$ cat config.mk
export PLATFORM = sky130hd
export DESIGN_NAME = risc_controller
export DESIGN_NICKNAME = d
export VERILOG_FILES = /design/src/rtl/risc_pkg.sv /design/src/rtl/ctrl_phase_counter.sv /design/src/rtl/risc_controller.sv
export SDC_FILE = /design/constraint.sdc
export NUM_CORES = 1
export LEC_CHECK = 0
export BUFFER_PORTS_ARGS = -buffer_cell sky130_fd_sc_hd__buf_4
export CORE_AREA = 8 8 45 47
export DETAILED_ROUTE_END_ITERATION = 16
export DIE_AREA = 0 0 53 55
export GPL_TIMING_DRIVEN = 0
export SYNTH_ARGS = -nofsm -noshare
export SYNTH_HDL_FRONTEND = slang
export SYNTH_SLANG_ARGS = --single-unit
$ cat constraint.sdc
create_clock -name clk -period 4.3 [get_ports clk]
set_input_delay 0.86 -clock clk [delete_from_list [all_inputs] [get_ports clk]]
set_output_delay 0.86 -clock clk [all_outputs]
set_load 0.05 [all_outputs]
$ cat src/rtl/risc_pkg.sv
// rtl/risc_pkg.sv - shared opcode/phase constants for the simple RISC controller
//
// Widths, the fixed 3-bit opcode map and the 8 instruction-cycle phase codes.
// No ports.

package risc_pkg;

    localparam int OPW = 3;
    localparam int PHW = 3;

    localparam logic [OPW-1:0] OP_HLT = 3'd0;
    localparam logic [OPW-1:0] OP_SKZ = 3'd1;
    localparam logic [OPW-1:0] OP_ADD = 3'd2;
    localparam logic [OPW-1:0] OP_AND = 3'd3;
    localparam logic [OPW-1:0] OP_XOR = 3'd4;
    localparam logic [OPW-1:0] OP_LDA = 3'd5;
    localparam logic [OPW-1:0] OP_STO = 3'd6;
    localparam logic [OPW-1:0] OP_JMP = 3'd7;

    localparam logic [PHW-1:0] PH_INST_ADDR  = 3'd0;
    localparam logic [PHW-1:0] PH_INST_FETCH = 3'd1;
    localparam logic [PHW-1:0] PH_INST_LOAD  = 3'd2;
    localparam logic [PHW-1:0] PH_IDLE       = 3'd3;
    localparam logic [PHW-1:0] PH_OP_ADDR    = 3'd4;
    localparam logic [PHW-1:0] PH_OP_FETCH   = 3'd5;
    localparam logic [PHW-1:0] PH_ALU_OP     = 3'd6;
    localparam logic [PHW-1:0] PH_STORE      = 3'd7;

    // Opcodes that read an operand from memory into the accumulator path.
    function automatic logic is_aluop(input logic [OPW-1:0] op);
        return (op == OP_ADD) || (op == OP_AND) || (op == OP_XOR) || (op == OP_LDA);
    endfunction

endpackage

$ cat src/rtl/ctrl_phase_counter.sv
// rtl/ctrl_phase_counter.sv - wrapping instruction-phase counter with enable and hold
//
// Ports:
//   clk   - rising-edge clock
//   rst   - synchronous active-low reset, clears the count
//   ena   - advance enable
//   hold  - freezes the count even when enabled (halt / single-step wait)
//   count - current phase

module ctrl_phase_counter #(
    parameter int PHW = 3
) (
    input  logic           clk,
    input  logic           rst,
    input  logic           ena,
    input  logic           hold,
    output logic [PHW-1:0] count
);

    logic [PHW-1:0] count_q;
    logic [PHW-1:0] count_d;

    always_comb begin
        count_d = count_q;
        if (ena && !hold) begin
            // Natural overflow gives the 7 -> 0 wrap.
            count_d = count_q + 1'b1;
        end
    end

    always_ff @(posedge clk) begin
        if (!rst) begin
            count_q <= '0;
        end else begin
            count_q <= count_d;
        end
    end

    assign count = count_q;

endmodule

$ cat src/rtl/risc_controller.sv
// rtl/risc_controller.sv - 8-phase instruction sequencer for the 8-bit simple RISC core
//
// Ports:
//   clk, rst (sync active-low), ena (advance enable / strobe gate)
//   opcode (IR opcode), zero (ALU zero flag)
//   step (only with SINGLE_STEP_EN: releases the next instruction)
//   sel, rd, wr, ld_ir, ld_ac, ld_pc, inc_pc, data_e, halt - datapath controls
//
// Optional feature macro: SINGLE_STEP_EN

import risc_pkg::*;

module risc_controller #(
    parameter int OPW = 3,
    parameter int PHW = 3
) (
    input  logic           clk,
    input  logic           rst,
    input  logic           ena,
    input  logic [OPW-1:0] opcode,
    input  logic           zero,
`ifdef SINGLE_STEP_EN
    input  logic           step,
`endif
    output logic           sel,
    output logic           rd,
    output logic           wr,
    output logic           ld_ir,
    output logic           ld_ac,
    output logic           ld_pc,
    output logic           inc_pc,
    output logic           data_e,
    output logic           halt
);

    logic [PHW-1:0] phase;
    logic           halted_q;
    logic           halted_d;
    logic           set_halt;
    logic           step_hold;
    logic           hold;
    logic           aluop;

    // HLT is taken on the edge that ends phase 4; the phase must not advance on
    // that same edge, so the set condition also feeds the counter hold.
    assign set_halt = ena && !halted_q && (phase == PH_OP_ADDR) && (opcode == OP_HLT);
    assign halted_d = halted_q | set_halt;

    always_ff @(posedge clk) begin
        if (!rst) begin
            halted_q <= 1'b0;
        end else begin
            halted_q <= halted_d;
        end
    end

`ifdef SINGLE_STEP_EN
    logic wait_q;
    logic wait_d;
    logic wrap;

    assign wrap      = ena && !hold && (phase == PH_STORE);
    // Only phase 0 ever waits; step is don't-care once an instruction is running.
    assign step_hold = wait_q && (phase == PH_INST_ADDR) && !step;

    always_comb begin
        wait_d = wait_q;
        if (wrap) begin
            wait_d = 1'b1;
        end else if (wait_q && (phase == PH_INST_ADDR) && ena && step) begin
            wait_d = 1'b0;
        end
    end

    always_ff @(posedge clk) begin
        if (!rst) begin
            wait_q <= 1'b1;
        end else begin
            wait_q <= wait_d;
        end
    end
`else
    assign step_hold = 1'b0;
`endif

    assign hold = halted_q | set_halt | step_hold;

    ctrl_phase_counter #(
        .PHW (PHW)
    ) u_phase (
        .clk   (clk),
        .rst   (rst),
        .ena   (ena),
        .hold  (hold),
        .count (phase)
    );

    assign aluop = is_aluop(opcode);

    always_comb begin
        sel    = 1'b0;
        rd     = 1'b0;
        wr     = 1'b0;
        ld_ir  = 1'b0;
        ld_ac  = 1'b0;
        ld_pc  = 1'b0;
        inc_pc = 1'b0;
        data_e = 1'b0;
        halt   = 1'b0;

        if (halted_q) begin
            halt = 1'b1;
        end else begin
            case (phase)
                PH_INST_ADDR: begin
                    sel = 1'b1;
                end
                PH_INST_FETCH: begin
                    sel = 1'b1;
                    rd  = 1'b1;
                end
                PH_INST_LOAD, PH_IDLE: begin
                    sel   = 1'b1;
                    rd    = 1'b1;
                    ld_ir = 1'b1;
                end
                PH_OP_ADDR: begin
                    // PC still steps past HLT in the cycle that halts.
                    inc_pc = 1'b1;
                    halt   = (opcode == OP_HLT);
                end
                PH_OP_FETCH: begin
                    rd = aluop;
                end
                PH_ALU_OP: begin
                    rd     = aluop;
                    inc_pc = (opcode == OP_SKZ) && zero;
                    ld_pc  = (opcode == OP_JMP);
                    data_e = (opcode == OP_STO);
                end
                PH_STORE: begin
                    rd     = aluop;
                    ld_ac  = aluop;
                    ld_pc  = (opcode == OP_JMP);
                    wr     = (opcode == OP_STO);
                    data_e = (opcode == OP_STO);
                end
                default: begin
                    sel = 1'b0;
                end
            endcase

            // A stalled cycle must not commit anything; sel/halt are pure status.
            if (!ena) begin
                rd     = 1'b0;
                wr     = 1'b0;
                ld_ir  = 1'b0;
                ld_ac  = 1'b0;
                ld_pc  = 1'b0;
                inc_pc = 1'b0;
                data_e = 1'b0;
            end
        end
    end

endmodule

==> impl_metrics.tcl, run 1 <==
set metrics [dict create \
    drv_cap 0 \
    postCtsHoldBufs 0 \
    antenna_cells 0 \
    crit_fanout 7 \
    cts_sinks 4 \
    final_core_util 0.412 \
    cp.arrival_ps 2020 \
    mostFrequentLayoutCells "buf_4, ha_1, inv_1, nor2_1, dfxtp_1" \
    start_util 0.300 \
    skew_ps 0.897 \
    grt_max_degree 8 \
    finalInstanceArea_um2 571 \
    synth_area_leaders "dfxtp_1, ha_1, a31oi_1" \
    viasPerCell 5.23 \
    tightest_slew_ps 510 \
    cpMostUsedCell "buf_4" \
    rsz0062_at_grt "false" \
    grt.overflow.total 0 \
    grt_pass1_vias 429 \
    path_cells "buf_4 -> nor2_1 -> a31oi_1 -> nor4_1 -> buf_4" \
    startpoint_type "primary input" \
    final_layout_size_suffix_gt1_frac 0.353 \
    dpl.cell_count 81 \
    wl_per_cell_um 12.4 \
    placedInstanceArea_um2 548 \
    drv_slew 0 \
    cts_tree "yes" \
    postRouteAntennaNets 0 \
    io-pin-count 16 \
    fin_crit_ps 2880 \
    ys_dominant_reg_cell "dfxtp_1" \
    yosys.area.top_type_share 0.193 \
    max_stage_delay_ps 410 \
    die_area_um2 2920 \
    slowest_stage "nor2_1" \
    layout.nets 83 \
    critPathBufInv 2 \
    async_reset_ff_frac 0 \
    max_freq_mhz 347 \
    hold_viol 0 \
    period_share 0.670 \
    r2r_cells 6 \
    hold_class "reg2reg" \
    tns_ps 0 \
    clock_path_buffers 2 \
    r2r_slack_ps 2680 \
    die_x_um 53 \
    place.gp.congestion 0.778 \
    vias 439 \
    grt_pass1_wl_um 1840 \
    clk_pin_slew_worst_paths_ps 40 \
    drc 0 \
    core_area_um2 1380 \
    drt_iter0_markers 12 \
    cts_root_buf "clkbuf_4" \
    clk_latency_ps 230 \
    yosysSeqAreaShare 0.193 \
    postCtsSetupRepairBufs 0 \
    setup_viol 0 \
    syn_inst 50 \
    hold_depth 2 \
    grt_usage 0.0803 \
    p_leak_uw 0.000276 \
    die_h_um 55 \
    rows 14 \
    final_common_cell "buf_4" \
    synth_edf_count 0 \
    crit_path_end_kind "primary output" \
    syn_avg_cell_area_um2 8.31 \
    cts_resized 0 \
    drt-pass1-iter-count 4 \
    synth.distinct_cells 27 \
    path_class "in2out" \
    synth_area_um2 415 \
    vdd_drop_max_mv 0.153 \
    p_total_uw 142 \
    cp.required_ps 3440 \
    dp_hpwl_um 841 \
    worst_path_dominant_cell_family "simple AND/OR/NAND/NOR gates" \
    fin_cells 84 \
    critical_path_depth 5 \
    synthesis.nets 63 \
    status "complete, no violations" \
    yosysWarnings 0 \
    antenna_found_initial 0 \
    numCtsBuffers 3 \
    drt-total-wl_um 1040 \
    numPortBuffers 15 \
    power_density_nw_per_um2 249 \
    yosys_register_bits 4 \
    yosys.area.top_type "dfxtp_1" \
    h-tree-depth 1 \
    maxSlewHeadroom 0.658 \
    areaGrowthSynthToFinish_pct 37.3 \
]
-- Yosys cell counts (2+ instances only) --
library cell	instances
dfxtp_1	4
nand2_1	2
a21oi_1	3
nand2b_1	2
inv_1	4
a31oi_1	3
ha_1	6
a211o_1	2
nand4_1	2
nor2_1	4
nand3_1	2
-- area by class of cell --
| type | count | area, um2 |
|---|---|---|
| Clock buffer | 3 | 22.5 |
| Fill cell | 145 | 813 |
| Timing Repair Buffer | 15 | 113 |
| Buffer | 1 | 11.3 |
| Tap cell | 16 | 20.0 |
| Inverter | 4 | 15.0 |
| Multi-Input combinational cell | 41 | 309 |
| Sequential cell | 4 | 80.1 |
-- registers in the layout, summed over array words and instances, names as in the netlist --
signal,flops
halted_q,1
u_phase.count,3
-- final timing paths --
check | startpoint | end
worst max-delay path | opcode[1] | inc_pc
worst min-delay path | halted_q | halted_q
worst max register to register | u_phase.count[0] | u_phase.count[0]
worst min register to register | halted_q | halted_q
-- metal layers --
layer | global-route usage | up-vias | routed length, um
li1 | - | 224 | -
met1 | 0.0957 | 201 | 426
met2 | 0.139 | 12 | 567
met3 | 0.0187 | 2 | 36
met4 | 0.0259 | 0 | 8
met5 | 0 | - | 0
-- tightest hold or removal path, delay by kind of cell, from the launching register on --
family           cells  cell delay, ps
flip-flops           1             380
AO/OA/AOI/OAI        1              60
AND/OR/NAND/NOR      1              80
-- power breakdown --
part	switching, uW	total (uW)	internal [uW]
clock	15.0	46.2	31.2
sequential	3.87	43.7	39.8
combinational	32.1	52.4	20.3
-- cells by family after synthesis --
group | after synthesis | synth area share
AOI/OAI and AO/OA | 12 | 0.220
adders and majority gates | 6 | 0.181
xor gates and xnor gates | 1 | 0.0211
buffers and inverters | 5 | 0.0632
DFF | 4 | 0.193
and+or+nand+nor | 22 | 0.322
-- metrics by stage --
step | setup slack (ps) | hold WS (ps)
after floorplan | 687 | 504
after global placement | 1430 | 547
after detailed placement | 1440 | 551
after CTS | 1430 | 558
after global routing | 1310 | 608
final | 1420 | 554
(Power assumes the default switching activity.)
==> run 2, diff against run 1 <==
--- a/config.mk
+++ b/config.mk
@@ -5,6 +5,7 @@
 export SDC_FILE = /design/constraint.sdc
 export NUM_CORES = 1
 export LEC_CHECK = 0
+export ABC_AREA = 1
 export BUFFER_PORTS_ARGS = -buffer_cell sky130_fd_sc_hd__buf_4
 export CORE_AREA = 8 8 45 47
 export DETAILED_ROUTE_END_ITERATION = 16
==> constraint.sdc (replaced) <==
create_clock -name clk -period 2.45 [get_ports clk]
set_input_delay 0.49 -clock clk [delete_from_list [all_inputs] [get_ports clk]]
set_output_delay 0.49 -clock clk [all_outputs]
set_load 0.05 [all_outputs]
==> impl_metrics.tcl, run 2 <==
set metrics [dict create \
    power_density_nw_per_um2 433 \
    mostFrequentLayoutCells "buf_4, inv_1, nand2_1, nor2_1, a21oi_1" \
    h-tree-depth 1 \
    grt_usage 0.0737 \
    yosys.area.top_type "dfxtp_1" \
    rows 14 \
    hold_path_startpoint "rst" \
    ys_top_cells_by_count "inv_1, nand2_1, a21oi_1, nor2_1" \
    p_leak_uw 0.000307 \
    final_layout_size_suffix_gt1_frac 0.286 \
    cts_sinks 4 \
    path_cells "inv_1 -> ha_1 -> nand2_1 -> inv_1 -> o21ai_0 -> nor3_1 -> buf_4" \
    async_reset_ff_frac 0 \
    synth.distinct_cells 14 \
    path_class "reg2out" \
    grt.overflow.total 0 \
    worst_path_dominant_cell_family "flip-flops" \
    max_stage_delay_ps 390 \
    clock_path_buffers 2 \
    areaGrowthSynthToFinish_pct 39.9 \
    vdd_drop_max_mv 0.293 \
    regToRegStartpoint "u_phase.count[0]" \
    postCtsHoldBufs 0 \
    hold_viol 0 \
    fin_crit_ps 2050 \
    synth_edf_count 0 \
    setup_viol 0 \
    io-pin-count 16 \
    r2r-end "u_phase.count[0]" \
    layout.nets 99 \
    dpl.cell_count 97 \
    tns_ps 0 \
    place.gp.congestion 0.727 \
    final_common_cell "buf_4" \
    p_sw_uw 87.9 \
    syn_inst 66 \
    numCtsBuffers 3 \
    fill_cells 154 \
    fin_cells 100 \
    holdWs_ps 511 \
    dp_hpwl_um 832 \
    r2r_slack_ps 1210 \
    crit_fanout 5 \
    hold_class "in2reg" \
    yosysSeqAreaShare 0.198 \
    antenna_cells 0 \
    skew_ps 0.639 \
    synth_area_leaders "dfxtp_1, ha_1, inv_1" \
    cp.arrival_ps 1560 \
    cts_root_buf "clkbuf_4" \
    max_freq_mhz 487 \
    wl_per_cell_um 9.66 \
    hold_depth 3 \
    status "complete, no violations" \
    antenna_found_initial 0 \
    tightest_slew_ps 309 \
    clk_latency_ps 230 \
    die_x_um 53 \
    viasPerCell 4.46 \
    start_util 0.292 \
    slowest_stage "dfxtp_1" \
    maxSlewHeadroom 0.793 \
    cpMostUsedCell "inv_1" \
    die_h_um 55 \
    grt_pass1_wl_um 1640 \
    synth_area_um2 404 \
    cts_tree "yes" \
    clk_pin_slew_worst_paths_ps 30 \
    crit_path_end_kind "primary output" \
    yosys.area.top_type_share 0.198 \
    critical_path_depth 7 \
    postCtsSetupRepairBufs 0 \
    seqPwrFrac 0.310 \
    synthesis.nets 79 \
    drt-total-wl_um 966 \
    grt_max_degree 8 \
    yosys_register_bits 4 \
    drv_cap 0 \
    switching_share 0.359 \
    core_area_um2 1380 \
    startpoint_type "flop" \
    drc 0 \
    ys_dominant_reg_cell "dfxtp_1" \
    p_comb_frac 0.370 \
    cts_resized 0 \
    drt_iter0_markers 1 \
    hold_end "u_phase.count[0]" \
    die_area_um2 2920 \
    clkPwrFrac 0.319 \
    drv_slew 0 \
    rsz0062_at_grt "false" \
    drt-pass1-iter-count 3 \
    period_share 0.838 \
    postRouteAntennaNets 0 \
    p_int_uw 157 \
    largest_reg_flops 3 \
    cp.required_ps 1960 \
    yosysWarnings 0 \
    critPathBufInv 3 \
    r2r_cells 8 \
    vias 446 \
    numPortBuffers 15 \
    grt_pass1_vias 437 \
    syn_avg_cell_area_um2 6.12 \
]
-- run 2: cell count changes after synthesis, moves of 4 or more --
cell,before,now
nand2_1,2,12
inv_1,4,12
a21oi_1,3,7
nand3_1,2,6
-- run 2: area by class of cell --
cell class,count,area (um2),area share
tap,16,20.0,0.0354
multi-input combinational,49,282,0.498
timing repair buffer,15,113,0.199
inverter,13,48.8,0.0863
clock buffer,3,22.5,0.0398
sequential,4,80.1,0.142
-- run 2: power by group through the flow --
stage	logic, uW	clock network, uW	registers (uW)
floorplan	64.1	0	75.6
global placement	91.3	0	76.7
detailed placement	92.0	0	76.9
CTS	92.4	83.8	75.9
global route	102	87.2	76.8
finish	90.7	78.2	76.0
-- run 2: per-stage QoR --
stage	setup slack (ps)	total power [uW]	area (um2)	util
floorplan	106	140	410	-
global placement	653	168	543	0.392
detailed placement	633	169	543	0.392
CTS	382	252	566	0.409
global route	243	266	566	0.409
finish	398	245	566	0.409
-- run 2: worst max-delay path by stage --
stage                startpoint      to  slack, ps
6_report       u_phase.count[0]   ld_pc        400
5_1_grt        u_phase.count[0]  data_e        240
4_1_cts        u_phase.count[0]   ld_ac        380
3_5_place_dp          opcode[1]    halt        630
3_3_place_gp                ena   ld_pc        650
2_1_floorplan  u_phase.count[0]      wr        110
-- run 2: kinds of logic (layout without fill, tap and decap cells) --
kind of cell	after synthesis	count (layout)	synth area share
compound gates	10	10	0.130
fa+ha+maj	6	6	0.186
buf+inv	13	31	0.121
flops	4	4	0.198
simple gates	33	33	0.365
-- run 2: per-layer routing --
layer  vias to the layer above  global-route usage  wire length [um]
met4                         0              0.0647                19
li1                        246                   -                 -
met3                         2              0.0160               106
met2                        15               0.117               396
met1                       183              0.0819               445
met5                         -                   0                 0
-- run 2: tightest hold or removal path, stage by stage --
cell and delay (ps):
buf_4 100, nand2_1 50, nor2_1 70
==> run 3, diff against run 2 <==
==> constraint.sdc (replaced) <==
create_clock -name clk -period 1.7 [get_ports clk]
set_input_delay 0.34 -clock clk [delete_from_list [all_inputs] [get_ports clk]]
set_output_delay 0.34 -clock clk [all_outputs]
set_load 0.05 [all_outputs]
==> impl_metrics.tcl, run 3 (synthesis results as in run 2) <==
set metrics [dict create \
    cts_sinks 4 \
    fin_ws_ps -37.1 \
    core_area_um2 1380 \
    grt_usage 0.0792 \
    final_core_util 0.571 \
    final_layout_size_suffix_gt1_frac 0.636 \
    drv_cap 0 \
    maxSlewHeadroom 0.754 \
    cp.arrival_ps 1400 \
    cts_root_buf "clkbuf_4" \
    vdd_drop_max_mv 0.423 \
    clk_latency_ps 230 \
    grt.overflow.total 0 \
    dpl.cell_count 97 \
    grt_max_degree 8 \
    final_common_cell "buf_4" \
    dp_hpwl_um 835 \
    hold_class "in2reg" \
    dp_slack_ps -127 \
    hold_viol 0 \
    cp.required_ps 1360 \
    die_x_um 53 \
    max_freq_mhz 576 \
    clk_pin_slew_worst_paths_ps 30 \
    areaGrowthSynthToFinish_pct 95.7 \
    period_share 1.02 \
    grt_pass1_wl_um 1730 \
    numCtsBuffers 3 \
    power_density_nw_per_um2 511 \
    p_total_uw 404 \
    largest_reg_flops 3 \
    status "finished, violations left" \
    wl_per_cell_um 10.8 \
    antenna_cells 0 \
    postRouteAntennaNets 0 \
    viasPerCell 4.55 \
    clock_path_buffers 2 \
    antenna_found_initial 0 \
    die_h_um 55 \
    fin_crit_ps 1740 \
    h-tree-depth 1 \
    fill_cells 132 \
    p_leak_uw 0.000357 \
    io-pin-count 16 \
    skew_ps 0.397 \
    vias 473 \
    numPortBuffers 15 \
    setup_viol 6 \
    drv_slew 0 \
    fin_cells 104 \
    layout.nets 103 \
    drt-pass1-iter-count 4 \
    drt-total-wl_um 1120 \
    tightest_slew_ps 368 \
    crit_fanout 4 \
    path_class "reg2out" \
    grt_pass1_vias 458 \
    drt_iter0_markers 4 \
    die_area_um2 2920 \
    rsz0062_at_grt "true" \
    start_util 0.292 \
    rows 14 \
    startpoint_type "flop" \
    violations "negative setup slack" \
    holdWs_ps 356 \
    cts_tree "yes" \
    place.gp.congestion 0.743 \
    mostFrequentLayoutCells "buf_4, nand2_1, buf_6, inv_1, nand2_2" \
    crit_path_end_kind "primary output" \
    drc 0 \
]
## run 3: timing repair
item | 4_1_cts | 5_1_grt
endpoints found under the setup margin | 8 | 8
setup buffers | 1 | 3
hold buffers | 0 | 0
gates resized for setup | 30 | 15
pin swaps | 7 | 7
## run 3: final timing paths
check / startpoint / end / slack, ps / cells past startpoint
worst max-delay path: u_phase.count[0] / data_e / -40 / 6
worst min register to register: u_phase.count[1] / u_phase.count[1] / 540 / 2
worst min-delay path: rst / u_phase.count[0] / 360 / 3
worst max register to register: u_phase.count[0] / u_phase.count[0] / 350 / 8
## run 3: stage by stage
step | instance area (um2) | setup TNS [ps]
2_1_floorplan | 463 | -249
3_3_place_gp | 596 | -258
3_5_place_dp | 596 | -319
4_1_cts | 712 | -316
5_1_grt | 791 | -539
6_report | 791 | -131
## run 3: routing by layer
metal | wire [um] | track usage | up-vias
met5 | 0 | 0 | -
met4 | 6 | 0.0647 | 0
met3 | 76 | 0.0160 | 2
met2 | 591 | 0.148 | 10
met1 | 443 | 0.0728 | 208
li1 | - | - | 253
## run 3: power breakdown
group          switching, uW  total (uW)  leakage (uW)  internal, uW
combinational            108         179      0.000309          70.7
clock                   32.1         110     0.0000138          78.4
sequential              14.0         115     0.0000348           101
total                    154         404      0.000357           250
## run 3: layout make-up
class | instances | area, um2 | area share
Sequential cell | 4 | 91.3 | 0.116
Clock buffer | 3 | 22.5 | 0.0285
Multi-Input combinational cell | 49 | 423 | 0.535
Tap cell | 16 | 20.0 | 0.0253
Inverter | 13 | 53.8 | 0.0680
Timing Repair Buffer | 19 | 180 | 0.228
## run 3: worst max-delay path, cell delays in order (launching register included)
cell	delay [ps]
dfxtp_4	360
ha_4	170
ha_4	170
buf_6	110
o21ai_4	160
nor2_2	50
buf_6	150
